## config.mk

```make
export PLATFORM = sky130hd
export DESIGN_NAME = secam_line_control
export DESIGN_NICKNAME = d
export VERILOG_FILES = /design/src/rtl/secam_line_control.sv
export SDC_FILE = /design/constraint.sdc
export NUM_CORES = 1
export LEC_CHECK = 0
export ABC_AREA = 1
export CAP_MARGIN = 30
export CORE_ASPECT_RATIO = 0.5
export CORE_MARGIN = 2
export CORE_UTILIZATION = 52
export CTS_BUF_LIST = sky130_fd_sc_hd__clkbuf_8 sky130_fd_sc_hd__clkbuf_16
export DETAILED_ROUTE_END_ITERATION = 6
export PLACE_DENSITY = 0.8
export SLEW_MARGIN = 20
export SYNTH_ARGS = -nofsm -noshare
export SYNTH_HDL_FRONTEND = slang
export SYNTH_SLANG_ARGS = --single-unit
```

## constraint.sdc

```tcl
create_clock -name clk -period 4.1 [get_ports clk]
set_input_delay 0.82 -clock clk [delete_from_list [all_inputs] [get_ports clk]]
set_output_delay 0.82 -clock clk [all_outputs]
set_load 0.05 [all_outputs]
```

## src/rtl/secam_line_control.sv

```systemverilog
`default_nettype none
// ============================================================================
// Module      : secam_line_control
// Description : Per-line sequencing for the SECAM chroma encoder. Tracks the
//               position within the line, opens and closes the carrier gate,
//               passes colour-difference samples only during active video and
//               maintains the Db/Dr line alternation across fields.
// Revision    : 1.0 - initial release
// ============================================================================
module secam_line_control #(
  parameter int CHROMA_START = 400,
  parameter int ACTIVE_START = 500,
  parameter int ACTIVE_END   = 2900,
  parameter int CHROMA_END   = 2950
) (
  input  logic              clk,
  input  logic              rst_n,
  input  logic              newline,
  input  logic              newframe,
  input  logic              line_visible,
  input  logic signed [7:0] yuv_u_in,
  input  logic signed [7:0] yuv_v_in,
  output logic              even_line,
  output logic              enabled,
  output logic signed [7:0] yuv_u,
  output logic signed [7:0] yuv_v
);

  // Timing window boundaries expressed as the last pos value of each phase,
  // so each transition fires exactly one clock before the phase boundary.
  localparam logic [11:0] c_pos_max  = 12'hFFF;
  localparam logic [11:0] c_pre_last = 12'(CHROMA_START - 1);
  localparam logic [11:0] c_ref_last = 12'(ACTIVE_START - 1);
  localparam logic [11:0] c_act_last = 12'(ACTIVE_END - 1);
  localparam logic [11:0] c_pst_last = 12'(CHROMA_END - 1);
  // With no post-active guard band the active phase ends directly in OFF.
  localparam logic        c_no_post  = (ACTIVE_END == CHROMA_END);

  // Static legality check on the timing window ordering.
  generate
    if (!((0 < CHROMA_START) && (CHROMA_START < ACTIVE_START) &&
          (ACTIVE_START < ACTIVE_END) && (ACTIVE_END <= CHROMA_END) &&
          (CHROMA_END < 4095))) begin : g_param_check
      $error("secam_line_control: illegal timing window parameters");
    end
  endgenerate

  typedef enum logic [2:0] {
    ST_OFF  = 3'd0,
    ST_PRE  = 3'd1,
    ST_REF  = 3'd2,
    ST_ACT  = 3'd3,
    ST_POST = 3'd4
  } state_t;

  logic [11:0] r_pos;
  logic        r_vis;
  logic        r_frame_parity;
  state_t      r_state;
  state_t      w_state_nxt;
  logic        w_gate_nxt;
  logic        w_act_nxt;

  // Line position counter (saturating) and per-line visibility latch.
  always_ff @(posedge clk) begin
    if (!rst_n) begin
      r_pos <= c_pos_max;
      r_vis <= 1'b0;
    end else if (newline) begin
      r_pos <= 12'd0;
      r_vis <= line_visible;
    end else if (r_pos != c_pos_max) begin
      r_pos <= r_pos + 12'd1;
    end
  end

  // Next-state decode from the registered position; newline always restarts.
  always_comb begin
    w_state_nxt = r_state;
    if (newline) begin
      w_state_nxt = line_visible ? ST_PRE : ST_OFF;
    end else begin
      case (r_state)
        ST_OFF:  w_state_nxt = ST_OFF;
        ST_PRE: begin
          if (!r_vis)
            w_state_nxt = ST_OFF;
          else if (r_pos == c_pre_last)
            w_state_nxt = ST_REF;
        end
        ST_REF: begin
          if (r_pos == c_ref_last)
            w_state_nxt = ST_ACT;
        end
        ST_ACT: begin
          if (r_pos == c_act_last)
            w_state_nxt = c_no_post ? ST_OFF : ST_POST;
        end
        ST_POST: begin
          if (r_pos == c_pst_last)
            w_state_nxt = ST_OFF;
        end
        default: w_state_nxt = ST_OFF;
      endcase
    end
  end

  // Output qualifiers are derived from the upcoming state so that the
  // registered outputs line up with the state they belong to.
  always_comb begin
    w_gate_nxt = (w_state_nxt == ST_REF) || (w_state_nxt == ST_ACT) ||
                 (w_state_nxt == ST_POST);
    w_act_nxt  = (w_state_nxt == ST_ACT);
  end

  // State register with registered carrier gate and gated chroma samples.
  always_ff @(posedge clk) begin
    if (!rst_n) begin
      r_state <= ST_OFF;
      enabled <= 1'b0;
      yuv_u   <= 8'sd0;
      yuv_v   <= 8'sd0;
    end else begin
      r_state <= w_state_nxt;
      enabled <= w_gate_nxt;
      yuv_u   <= w_act_nxt ? yuv_u_in : 8'sd0;
      yuv_v   <= w_act_nxt ? yuv_v_in : 8'sd0;
    end
  end

  // Db/Dr alternation: toggles every line, re-seeded from the field parity
  // on each new field so consecutive fields start on opposite colour lines.
  always_ff @(posedge clk) begin
    if (!rst_n) begin
      r_frame_parity <= 1'b0;
      even_line      <= 1'b0;
    end else if (newframe) begin
      r_frame_parity <= ~r_frame_parity;
      even_line      <= ~r_frame_parity;
    end else if (newline) begin
      even_line      <= ~even_line;
    end
  end

endmodule
`default_nettype wire
```

==> reports/metrics.yaml, run 1 <==
placement:
  place_congestion: 0.905
  io_buffers: 38
  place_hpwl_mm: 2.44
  place_inst: 282
route:
  drt-total-wl_mm: 3.40
  first_iter_violations: 112
  post-route-drc-count: 0
  vias: 1398
  ant_nets: 0
  wire_per_inst_um: 11.7
  drt_pass1_iterations: 4
  vias_per_cell: 4.82
final_layout:
  drive_gt1_share_pct: 14.0
  fin_cells: 290
  final_common_cell: "clkdlybuf4s50_1"
  nNetsFinal: 272
  final_cell_mix: "clkdlybuf4s50_1, dfxtp_1, inv_1"
  area_growth_pct: 31.6
  diodes: 0
  fill_cells: 229
sta:
  relSlewSlack_pct: 65.8
  worst_pin_slew_ns: 0.511
  maxSlewViolCount: 0
  whs_ns: 0.464
  setup_viol: 0
  period_minus_slack_ns: 2.28
  rsz0062_at_grt: "false"
  clock.fmax_mhz: 438
  hold_viol: 0
  final.setup.tns_ns: 0
  finalCritPeriodShare_pct: 55.7
  final.setup_skew_ns: 0.00277
power_and_ir_drop:
  finalPower_mw: 0.729
  ir_drop_v: 0.000262
  power.density_nw_per_um2: 348
  leakage_nw: 0.921
clock_tree:
  clockRootBuffer: "clkbuf_8"
  ctsHoldBuffers: 0
  cts_buffers: 5
  cts_max_level: 2
  cts.sinks: 35
  clock_latency_ns: 0.29
  cts_tree: "done"
  path_clk_slew_ns: 0.07
  cts_buffer_depth: 2
  ctsResizeCount: 0
  cts_setup_buffers: 0
floorplan:
  coreArea_sq_um: 2960
  die_area_sq_um: 3540
  io_pins: 39
  start_util_pct: 53.7
  dieHeight_um: 43.1
  rows: 14
  die_x_um: 82.2
worst_setup_path:
  cp_cell_sequence: "clkdlybuf4s50_1"
  worst-path-max-fanout: 2
  worstSetupStartpoint: "even_line"
  critPathLaunchType: "flip-flop"
  slowest_stage: "clkdlybuf4s50_1"
  arrival_ns: 1.46
  rr_startpoint: "r_pos[1]"
  critPathCaptureType: "primary output"
  worstPathRequired_ns: 3.28
  critPathTopFamily: "buffers and inverters"
  slowest_delay_ns: 0.82
  path_buf_inv: 1
  path_class: "flip-flop to primary output"
logic_synthesis:
  synth_compound_area_share_pct: 8.10
  ys_seq_area_share_pct: 44.1
  synth-xor-area-share_pct: 1.65
  synth-simple-area-share_pct: 33.4
  yosys.area.top_type: "dfxtp_1"
  yosys_warnings: 0
  synthTopCellsByArea: "dfxtp_1, inv_1, nand2_1, nor2_4, nand3_1"
  synth.top_cell.area_share_pct: 44.1
  syn_nets: 230
  synth_mux_area_share_pct: 0
  synth_fa_ha_area_share_pct: 1.57
  ys_ff_latch: 35
  synth_area_per_cell_sq_um: 7.68
  synth_top_family_by_area: "simple AND/OR/NAND/NOR gates"
  synth_area_sq_um: 1590
  synth.distinct_cells: 27
  synthCells: 207
grt:
  grt_start_max_net_pins: 17
  grt_use_met1_pct: 26.3
  grt_pass1_wl_mm: 5.67
  overflow: 0
  use_met2_pct: 36.6
  track_usage_pct: 21.9
  gr-usage-met3_pct: 7.02
  grt_pass1_vias: 1256
  busiest_layer: "met2"
  grt_antenna_before_repair: 0
run:
  maxCapViolCount: 0
min_path:
  min-delay-start: "r_frame_parity"
  hp-class: "flip-flop to flip-flop"
run_status:
  outcome: "finished clean"
[synth_stat cells, drive strengths merged]
library cell  count
clkinv            1
nor4              1
clkbuf            2
xor2              2
o31ai             1
nand3            21
nor2             34
o21ai            14
nor3              4
nand4             2
inv              39
dfxtp            35
o211ai            2
buf               1
or2               2
nand2            36
ha                2
xnor2             1
a21oi             6
a31oi             1
[where the power goes]
group / total, mW / leakage (nW) / internal, mW / switching [mW]
clock network: 0.271 / 0.0474 / 0.137 / 0.134
registers: 0.369 / 0.287 / 0.353 / 0.0165
logic: 0.0890 / 0.586 / 0.0407 / 0.0483
[per-layer routing]
layer / share of wire [%] / vias to the layer above
met5: 0 / -
li1: - / 727
met1: 41 / 620
met3: 6.6 / 7
met4: 1.6 / 0
met2: 51 / 44
[worst paths after layout]
kind | to | slack [ns] | depth (start not counted)
min | r_frame_parity | 0.46 | 2
max | even_line | 1.82 | 1
min reg2reg | r_frame_parity | 0.46 | 2
max reg2reg | yuv_v[0] | 2.22 | 10
[metrics by stage]
| stage | setup WS [ns] | cell area [sq um] | util, % |
|---|---|---|---|
| 6_report | 1.82 | 2090 | 70.7 |
| 3_5_place_dp | 1.52 | 1990 | 67.3 |
| 4_1_cts | 1.80 | 2090 | 70.7 |
| 2_1_floorplan | 2.56 | 1590 | - |
| 5_1_grt | 1.68 | 2090 | 70.7 |
| 3_3_place_gp | 1.63 | 1990 | 67.3 |
[state kept, by name, summed over array words and instances (netlist names)]
register,flops
enabled,1
yuv_v,8
r_pos,12
r_state,3
r_frame_parity,1
even_line,1
yuv_u,8
r_vis,1
[kinds of logic after synthesis]
kind of cell / Yosys count
fa+ha+maj: 2
xor+xnor: 3
flops: 35
simple gates: 100
compound gates: 24
buf+inv: 43
[cell type report]
class	count	area, sq um	area share (%)
multi-input cells	129	712	34.0
inverters	40	150	7.18
clock inverters	2	16.3	0.778
well taps	40	50.0	2.39
clock buffers	6	82.6	3.95
flip-flops and latches	35	701	33.5
repair buffers	38	380	18.2
(Power assumes the default switching activity.)
==> inputs of run 2 (changes only) <==
CORE_UTILIZATION = 44   (was 52)
PLACE_DENSITY = 0.71   (was 0.8)
clock period = 1.9 ns   (was 4.1 ns; I/O delays follow)
==> run 2 against run 1 <==
Setup slack got worse by 1.7 ns. Clock skew decreased by 0.0012 ns. Total power increased by 130%. Hold slack improved by 0.0013 ns. Non-clock buffer count increased by 6. Sequential share of layout area decreased by 1.4 points. Largest power group unchanged. Critical path depth unchanged. Routed wire length decreased by 1.7%. Die area increased by 17%. Global-route usage decreased by 4.9 points. Sequential cell count unchanged. Critical endpoint unchanged.
==> reports/metrics.yaml, run 2 (synthesis results as in run 1) <==
power_and_ir_drop:
  leakage_nw: 0.969  # +5.3%
  power.density_nw_per_um2: 781  # +120%
  ir_drop_v: 0.000408  # +55%
grt:
  grt_pass1_wl_mm: 5.16  # -9.0%
  grt_start_max_net_pins: 17  # unchanged
  track_usage_pct: 17.0  # -4.9 points
  overflow: 0  # unchanged
  grt_pass1_vias: 1221  # -2.8%
  grt_antenna_before_repair: 0  # unchanged
final_layout:
  nNetsFinal: 278  # +2.2%
  finalInstanceArea_sq_um: 2190  # +4.5%
  final_common_cell: "clkdlybuf4s50_1"
  diodes: 0  # unchanged
  fin_cells: 307  # +5.9%
  area_growth_pct: 37.5
  top_register: "r_pos"
  top_regs: "r_pos x12, yuv_u x8, yuv_v x8"
  largest_register_ffs: 12  # unchanged
  final_cell_mix: "clkdlybuf4s50_1, dfxtp_1, inv_1"
  drive_gt1_share_pct: 16.0  # +2.0 points
route:
  drt_pass1_iterations: 4  # unchanged
  first_iter_violations: 51  # -54%
  post-route-drc-count: 0  # unchanged
  vias: 1401  # +0.21%
  vias_per_cell: 4.56  # -5.3%
  drt-total-wl_mm: 3.34  # -1.7%
  wire_per_inst_um: 10.9  # -7.1%
  ant_nets: 0  # unchanged
placement:
  place_inst: 297  # +5.3%
  place_hpwl_mm: 2.48  # +1.6%
  io_buffers: 38  # unchanged
  place_area_sq_um: 2040  # +2.2%
  place_congestion: 0.861  # -4.9%
clock_tree:
  path_clk_slew_ns: 0.07  # about the same
  ctsResizeCount: 0  # unchanged
  clockRootBuffer: "clkbuf_8"
  cts_setup_buffers: 0  # unchanged
  cts_max_level: 2  # unchanged
  cts_tree: "done"
  clock_latency_ns: 0.29  # about the same
  cts_buffer_depth: 2  # unchanged
  cts_buffers: 5  # unchanged
  ctsHoldBuffers: 0  # unchanged
  cts.sinks: 35  # unchanged
worst_setup_path:
  critPathTopFamily: "buffers and inverters"
  arrival_ns: 1.44  # -0.02 ns
  slowest_stage: "clkdlybuf4s50_1"
  worst-path-max-fanout: 2  # unchanged
  critPathCaptureType: "primary output"
  path_class: "flip-flop to primary output"
  cp_cell_sequence: "clkdlybuf4s50_1"
  worstPathRequired_ns: 1.52  # -1.76 ns
  critPathLaunchType: "flip-flop"
  slowest_delay_ns: 0.81  # about the same
  path_buf_inv: 1  # unchanged
sta:
  setup_viol: 0  # unchanged
  period_minus_slack_ns: 1.82
  relSlewSlack_pct: 66.2  # +0.35 points
  clock.fmax_mhz: 550
  worst_pin_slew_ns: 0.506  # -0.00531 ns
  maxSlewViolCount: 0  # unchanged
  final.setup_skew_ns: 0.00162  # -0.00115 ns
  hold_viol: 0  # unchanged
  rsz0062_at_grt: "false"
  finalCritPeriodShare_pct: 95.7
  final.setup.tns_ns: 0  # unchanged
floorplan:
  rows: 15  # +1
  die_x_um: 89.0  # +8.3%
  io_pins: 39  # unchanged
  start_util_pct: 46.1  # -7.7 points
  coreArea_sq_um: 3450  # +17%
  dieHeight_um: 46.5  # +7.9%
  die_area_sq_um: 4140  # +17%
min_path:
  hp-class: "flip-flop to flip-flop"
run_status:
  outcome: "finished clean"
run:
  maxCapViolCount: 0  # unchanged
[run 2: path summary, 6_finish.rpt]
kind / start / to / slack [ns] / cells after the start
hold / removal: r_vis / r_vis / 0.46 / 2
setup reg to reg: r_pos[1] / r_pos[0] / 0.19 / 7
setup / recovery: even_line / even_line / 0.08 / 1
hold reg to reg: r_vis / r_vis / 0.46 / 2
[run 2: where the power goes]
part	total, mW	switching (mW)	internal [mW]
clock network	0.715	0.284	0.431
registers	0.795	0.0347	0.761
logic	0.196	0.103	0.0929
[run 2: layout make-up]
cell class | count | area [sq um]
Fill cell | 304 | 1270
Multi-Input combinational cell | 129 | 712
Sequential cell | 35 | 701
Timing Repair Buffer | 44 | 438
Inverter | 40 | 150
Clock buffer | 6 | 82.6
Tap cell | 51 | 63.8
Clock inverter | 2 | 38.8
[run 2: through the flow]
step	total power [mW]	hold slack, ns	worst slack, ns	util (%)
after floorplan	0.927	0.439	0.386	-
after global placement	1.00	0.449	0.221	59.0
after detailed placement	1.01	0.459	0.111	59.0
after CTS	1.72	0.470	0.0639	62.5
after global routing	1.78	0.502	0.00931	63.3
final	1.71	0.465	0.0817	63.3
[run 2: routing by layer]
layer / vias up / GRT usage [%] / wire length, um / share of wire (%)
met5: - / 0 / 0 / 0
met4: 0 / 7.76 / 71 / 2.1
met3: 9 / 5.91 / 175 / 5.2
met2: 33 / 28.1 / 1530 / 46
met1: 619 / 20.5 / 1560 / 47
li1: 740 / - / - / -
